$ cat config.mk
export PLATFORM = sky130hd
export DESIGN_NAME = bw_frame_packer
export DESIGN_NICKNAME = d
export VERILOG_FILES = /design/src/rtl/bw_frame_packer.sv
export SDC_FILE = /design/constraint.sdc
export NUM_CORES = 1
export LEC_CHECK = 0
export ABC_AREA = 1
export CAP_MARGIN = 20
export CORE_MARGIN = 4
export CORE_UTILIZATION = 40
export CTS_BUF_LIST = sky130_fd_sc_hd__clkbuf_2 sky130_fd_sc_hd__clkbuf_4 sky130_fd_sc_hd__clkbuf_8
export DETAILED_ROUTE_END_ITERATION = 8
export SKIP_CTS_REPAIR_TIMING = 1
export SKIP_LAST_GASP = 1
export SLEW_MARGIN = 20
export SYNTH_ARGS = -nofsm -noshare
export SYNTH_HDL_FRONTEND = slang
export SYNTH_SLANG_ARGS = --single-unit
$ cat constraint.sdc
create_clock -name i_clk -period 1.6 [get_ports i_clk]
set_clock_uncertainty 0.15 [all_clocks]
set_input_delay 0.32 -clock i_clk [delete_from_list [all_inputs] [get_ports i_clk]]
set_output_delay 0.32 -clock i_clk [all_outputs]
set_load 0.005 [all_outputs]
$ cat src/rtl/bw_frame_packer.sv
// Packs a 1-bit black/white pixel stream into WORD_W-bit words for the SDRAM
// write FIFO, padding the final partial word of a frame with zeros.
module bw_frame_packer #(
    parameter int WORD_W  = 16,
    parameter int FRAME_W = 640,
    parameter int FRAME_H = 480
) (
    input  logic              i_clk,
    input  logic              i_rst_n,
    input  logic              i_start,
    input  logic              i_valid,
    input  logic              i_bw,
    output logic              o_ready,
    output logic              o_wr_req,
    output logic [WORD_W-1:0] o_wr_data,
    output logic [14:0]       o_word_idx,
    input  logic              i_wr_full,
    output logic              o_busy,
    output logic              o_frame_done,
    output logic [18:0]       o_black_cnt
);

    localparam int              N        = FRAME_W * FRAME_H;
    localparam int              BIT_W    = (WORD_W > 1) ? $clog2(WORD_W) : 1;
    localparam logic [BIT_W-1:0] LAST_BIT = BIT_W'(WORD_W - 1);
    localparam logic [18:0]      LAST_PIX = 19'(N - 1);
    localparam logic [18:0]      FULL_PIX = 19'(N);
    localparam logic [18:0]      BLK_MAX  = '1;

    typedef enum logic [1:0] {
        IDLE,
        PACK,
        WRITE,
        DONE
    } state_t;

    state_t            state_q, state_d;
    logic [WORD_W-1:0] shift_q, shift_d;
    logic [WORD_W-1:0] wr_data_q, wr_data_d;
    logic [BIT_W-1:0]  bit_cnt_q, bit_cnt_d;
    logic [18:0]       pix_cnt_q, pix_cnt_d;
    logic [14:0]       word_idx_q, word_idx_d;
    logic [18:0]       black_cnt_q, black_cnt_d;

    always_ff @(posedge i_clk or negedge i_rst_n) begin
        if (!i_rst_n) begin
            state_q     <= IDLE;
            shift_q     <= '0;
            wr_data_q   <= '0;
            bit_cnt_q   <= '0;
            pix_cnt_q   <= '0;
            word_idx_q  <= '0;
            black_cnt_q <= '0;
        end else begin
            state_q     <= state_d;
            shift_q     <= shift_d;
            wr_data_q   <= wr_data_d;
            bit_cnt_q   <= bit_cnt_d;
            pix_cnt_q   <= pix_cnt_d;
            word_idx_q  <= word_idx_d;
            black_cnt_q <= black_cnt_d;
        end
    end

    always_comb begin
        state_d     = state_q;
        shift_d     = shift_q;
        wr_data_d   = wr_data_q;
        bit_cnt_d   = bit_cnt_q;
        pix_cnt_d   = pix_cnt_q;
        word_idx_d  = word_idx_q;
        black_cnt_d = black_cnt_q;

        case (state_q)
            IDLE: begin
                if (i_start) begin
                    state_d     = PACK;
                    shift_d     = '0;
                    bit_cnt_d   = '0;
                    pix_cnt_d   = '0;
                    word_idx_d  = '0;
                    black_cnt_d = '0;
                end
            end
            PACK: begin
                if (i_valid) begin
                    shift_d[bit_cnt_q] = i_bw;
                    bit_cnt_d          = bit_cnt_q + 1'b1;
                    pix_cnt_d          = pix_cnt_q + 19'd1;
                    if (i_bw && (black_cnt_q != BLK_MAX)) begin
                        black_cnt_d = black_cnt_q + 19'd1;
                    end
                    // Upper bits are still zero from the clear, which pads a short last word.
                    if ((bit_cnt_q == LAST_BIT) || (pix_cnt_q == LAST_PIX)) begin
                        wr_data_d = shift_d;
                        state_d   = WRITE;
                    end
                end
            end
            WRITE: begin
                if (!i_wr_full) begin
                    bit_cnt_d = '0;
                    shift_d   = '0;
                    if (pix_cnt_q == FULL_PIX) begin
                        state_d = DONE;
                    end else begin
                        word_idx_d = word_idx_q + 15'd1;
                        state_d    = PACK;
                    end
                end
            end
            DONE: begin
                state_d = IDLE;
            end
            default: begin
                state_d = IDLE;
            end
        endcase
    end

    assign o_ready      = (state_q == PACK);
    assign o_wr_req     = (state_q == WRITE) && !i_wr_full;
    assign o_wr_data    = wr_data_q;
    assign o_word_idx   = word_idx_q;
    assign o_busy       = (state_q != IDLE);
    assign o_frame_done = (state_q == DONE);
    assign o_black_cnt  = black_cnt_q;

endmodule

* Yosys cells after proc, flatten, opt, wreduce, memory -nomap -nowiden
Index checks and enable logic that the tools add are counted.
** Storage, ports and cells
- Bits in registers :: 91
- Output and inout bits :: 54
- Word-level logic and storage cells :: 69
** Operators by class
- Add/subtract/negate cells :: 4
- Order comparisons :: 2
- Equal/unequal tests :: 13
- Multiplexer cells :: 27
- Reductions and logical operators :: 16
** Operators with widths (count)
- $mux 19 :: 4
- $pmux 19 s2 :: 2
- $mux 16 :: 3
- $pmux 16 s3 :: 1
- $mux 15 :: 3
- $add 19x1->19 const B :: 2
- $eq 19x19->1 const B :: 2
- $pmux 15 s2 :: 1
- $ne 19x19->1 const B :: 1
- $bwmux 16 :: 1
- $reduce_and 4->1 :: 4
- $add 15x1->15 const B :: 1
- $mux 4 :: 3
- $pmux 4 s3 :: 1
- $mux 2 :: 5
- $ne 2x2->1 const B :: 4
- $pmux 2 s4 :: 1
- $reduce_and 3->1 :: 2
- $reduce_bool 2->1 :: 3
- $lt 4x5->1 const B :: 1
- $add 4x1->4 const B :: 1
- $demux 1 s4 :: 1
- $eq 2x2->1 const B :: 2
- $eq 4x4->1 const B :: 1
- 9 further kinds :: 12

* Longest topological paths before layout
- Depth in word-level cells :: 7
- Mapped depth :: 11
- Gate-level depth less buffers :: 10

* Worst setup path before layout
Ideal clock, no wire load.
- Path type :: reg-to-reg
- Start point :: register black_cnt_q[0], in the netlist o_black_cnt[0]
- End point :: register black_cnt_q[11], in the netlist o_black_cnt[11]
- Library setup time :: 0.117 ns
- Arrival time :: 1.546 ns
- Setup slack :: -0.213 ns
- Stages on the path, launching flop included :: 12
- Buffers on the path :: 1
- Cell sequence :: dfrtp_1 -> ha_1 -> nand2_1 -> nor2_2 -> nand2_1 -> nor2_1 -> nand2_1 -> nand2_2 -> nand2_2 -> buf_4 -> nand2_1 -> nand2_1
** Between the ends
- Longest elaborated chain between the ends :: 4
- Elaborated cells between the ends (all ways) :: 8
- Those cells by class :: 1 x add/sub; 2 x eq/ne; 3 x mux; 2 x reduce/logical
** Ends and longest elaborated chain
- start: declaration :: line 43 : logic [18:0] black_cnt_q, black_cnt_d;
- start signal: assignment :: line 61 : black_cnt_q <= black_cnt_d;
- $add 19x1->19 or $ne 19x19->1 (tied branches) :: line 91, 90
- $mux 19 or $logic_and 1x1->1 (tied branches) :: line 90 : if (i_bw && (black_cnt_q != BLK_MAX)) begin
- $mux 19 or $ne 2x1->1 (tied branches)
- $pmux 19 s2 or $reduce_and 4->1 (tied branches)
Several ways; a longest one is shown, not always the timed one. The select of a mux whose other input is x is not followed.
A chain may end at the register's enable or synchronous reset.

* Final worst setup path
- Start point :: register pix_cnt_q[1]
- End point :: register wr_data_q[0], in the netlist o_wr_data[0]
** Between the ends
- Longest elaborated chain between the ends :: 3
** Ends and longest elaborated chain
- start: declaration :: line 41 : logic [18:0] pix_cnt_q, pix_cnt_d;
- start signal: assignment :: line 59 : pix_cnt_q <= pix_cnt_d;
- $eq 19x19->1 :: line 94 : if ((bit_cnt_q == LAST_BIT) || (pix_cnt_q == LAST_PIX)) begin
- $logic_or 1x1->1 :: line 94
- $reduce_and 3->1 (no line)
- end signal: assignment :: line 57 : wr_data_q <= wr_data_d;
- end: declaration :: line 39 : logic [WORD_W-1:0] wr_data_q, wr_data_d;
No other way between the ends.

==> summary.md <==
| Metric | Value |
|---|---|
| Max-slew violation count | 0 |
| Largest net degree at the start of global routing | 49 |
| Global placer's final weighted congestion | 0.889 |
| Fmax | 532 MHz |
| Status | complete, but fails checks |
| Fill cells | 994 |
| Area growth from synthesis to layout | 60.1% |
| Vias in the first global route | 4726 |
| WL final | 15400 microns |
| Crit path max fanout | 16 |
| Minimum clock period | 1.88 ns |
| TritonRoute pass-1 iters | 4 |
| Synthesized cell area | 0.00506 sq mm |
| First-pass GRT wire length | 21800 microns |
| VDD IR max | 0.625 mV |
| Failing checks | setup timing |
| Least-Margin Pin Slew | 0.384 ns |
| Commonest register cell after synthesis | dfrtp_1 |
| P_leak | 4.55 nW |
| Most frequent cell after synthesis | nand2_1 |
| Io pins | 60 |
| R2R Setup Slk | -0.28 ns |
| Initial Utilization | 41.5% |
| Post-route worst setup slack | -0.279 ns |
| Setup tns final | -14.74 ns |
| GRT overflow | 0 |
| Layout cells sized above 1 | 33.7% |
| Sequential area share after synthesis | 45.0% |
| GR Util met2 | 29.4% |
| Site Rows | 40 |
| Relative slew slack | 74.2% |
| PD cells | 1080 mW/mm^2 |
| Largest cells by area after synthesis | dfrtp_1 45%, nand2_1 14%, nand3_1 6.4% |
| Final-report hold violation count | 0 |
| CTS Root Cell | clkbuf_8 |
| Mapped Nets | 703 |
| Final Cycle Share | 117% |
| Most used routing layer | met2 |
| Final net count | 904 |
| Core box area | 0.0122 sq mm |
| Largest area contributor in the netlist | dfrtp_1 |
| Crit Path Class | reg2reg |
| Startpoint Class | flip-flop |
| Setup WS pre-CTS | -0.344 ns |
| Fin cells | 1063 |
| FFs w/ async S/R, synth | 100% |
| Synth warnings | 0 |
| Wirelength per Cell | 14.4 microns |
| MaxCap Viol Count | 0 |
| #FFs+latches synth | 91 |
| Unrepaired setup endpoints after global routing | yes |
| Mean area per synthesized cell | 7.35 sq um |
| Die Ht | 121 microns |
| Num CTS Buffers | 9 |
| Netlist cell types | 35 |
| Final instance area | 0.00811 sq mm |
| Sink Count | 91 |
| CP endpoint kind | flip-flop |
| Worst EP arrival | 1.99 ns |
| Clock Latency Late Sink | 0.39 ns |
| HP Class | in2async |
| Cell count after synthesis | 689 |
| DRC violations left | 0 |
| Die ar. | 0.0145 sq mm |
| Multi-input logic area | 0.00297 sq mm |
| Worst Path Required | 1.72 ns |
| DR vias | 5382 |
| Detailed Place HPWL | 9650 microns |
| Clock transition at the registers of the reported paths | 0.11 ns |
| Met3 usage | 2.81% |
| Routed Antenna Nets | 0 |
| # setup viols final | 90 |
| Cells after DPL | 989 |
| Met1 Usage GRT | 24.6% |
| Tot GR Track Use | 18.3% |
| Placed Area | 0.00660 sq mm |
| Iteration-0 DRC Markers | 337 |
| Via density | 5.06 |
| Antenna diodes | 0 |
| Antenna violations before repair | 0 |
| Clock buffer depth | 2 |
| Synth cell count leaders | 194 x nand2_1, 91 x dfrtp_1, 69 x nor2_1, 67 x inv_1, 65 x nand3_1 |
| Yosys top cell area share | 45.0% |
| Number of flops mapped to enable cells by yosys | 0 |
| Sequential standard cell area | 0.00229 sq mm |
| H-tree Lvls | 3 |
| Die W | 121 microns |
| Hold Slack | 0.157 ns |
| CTS tree | yes |
| IO Port Bufs | 59 |
[area by class of cell]
type                    count  area share [%]
multi-input cells         505            36.6
repair buffers            213            26.7
clock buffers              10            1.70
well taps                 168            2.59
flip-flops and latches     91            28.2
inverters                  70            3.39
clock inverters             6           0.879
[worst max-delay path, cell delays in order, from the launching register on]
cell and delay (ns):
dfrtp_1 0.37, ha_2 0.20, nand3_2 0.10, nor2_2 0.15
nand4_1 0.21, nand2_2 0.15, nand2_4 0.10, clkbuf_16 0.18
nand2_1 0.06, o21ai_0 0.08
[report_power, final]
part           total, W  internal, W  switching, W
clock           0.00171     0.000779      0.000933
combinational   0.00441      0.00207       0.00234
sequential      0.00265      0.00248      0.000168
total           0.00877      0.00533       0.00344
[flip-flops by register name (all words and copies together), names as in the netlist]
| name | flops |
|---|---|
| bit_cnt_q | 4 |
| o_black_cnt | 19 |
| o_word_idx | 15 |
| o_wr_data | 16 |
| pix_cnt_q | 19 |
| shift_q | 16 |
| state_q | 2 |
[metrics by stage]
step                power, W  util, %
global route         0.00921     66.4
floorplan            0.00411        -
detailed placement   0.00544     54.0
CTS                  0.00714     55.7
finish               0.00877     66.4
global placement     0.00538     54.0
[cells by family (layout without fill, tap and decap cells)]
kind of cell / after synthesis / count (layout) / synth area share (%)
AO/OA/AOI/OAI: 112 / 112 / 12.2
XOR/XNOR: 9 / 9 / 1.56
adder cells (fa/ha/maj): 8 / 8 / 1.98
buffers and inverters: 93 / 299 / 7.44
flip-flops: 91 / 91 / 45.0
AND/OR/NAND/NOR: 376 / 376 / 31.9
[worst paths after layout]
path                       cells past startpoint    startpoint        endpoint
max in group asynchronous                      3       i_rst_n  o_black_cnt[3]
setup reg to reg                               9  pix_cnt_q[1]    o_wr_data[0]
hold reg to reg                                2  o_wr_data[9]    o_wr_data[9]
setup / recovery                               9  pix_cnt_q[1]    o_wr_data[0]
min in group i_clk                             2  o_wr_data[9]    o_wr_data[9]
hold / removal                                 2       i_rst_n   o_word_idx[6]
[layout by cell type (no fill, tap or decap), types with 3 or more instances in the layout]
| master | netlist | final |
|---|---|---|
| buf_4 | 2 | 121 |
| dfrtp_1 | 91 | 83 |
| nor2_1 | 69 | 56 |
| nand2_4 | 0 | 10 |
| nand2_1 | 194 | 161 |
| nor2_2 | 1 | 8 |
| or2_2 | 4 | 4 |
| nand4_1 | 15 | 15 |
| clkbuf_8 | 0 | 10 |
| nand3_1 | 65 | 56 |
| dlymetal6s2s_1 | 0 | 50 |
| buf_12 | 0 | 8 |
| nor3_1 | 15 | 12 |
| nand2_8 | 0 | 3 |
| o21ai_1 | 7 | 37 |
| a21oi_2 | 1 | 3 |
| nand2_2 | 5 | 25 |
| xor2_1 | 8 | 8 |
| o21ai_2 | 0 | 12 |
| inv_2 | 3 | 3 |
| inv_4 | 0 | 5 |
| nor2_4 | 2 | 8 |
| a31oi_1 | 4 | 3 |
| nor3_2 | 0 | 3 |
| clkdlybuf4s50_1 | 0 | 5 |
| clkbuf_16 | 0 | 7 |
| a21oi_1 | 19 | 16 |
| nand3_2 | 1 | 8 |
| o22ai_2 | 0 | 13 |
| o21bai_1 | 5 | 5 |
| inv_1 | 67 | 62 |
| buf_6 | 1 | 19 |
| ha_2 | 0 | 5 |
| o21ai_0 | 56 | 12 |
| dfrtp_2 | 0 | 8 |
[layer usage]
| layer | vias to the layer above | share of wire [%] |
|---|---|---|
| met5 | - | 0 |
| met4 | 0 | 1.7 |
| met3 | 20 | 3.5 |
| met2 | 94 | 48 |
| met1 | 2606 | 47 |
| li1 | 2662 | - |
Note: power is estimated with default switching activity, not from simulation.
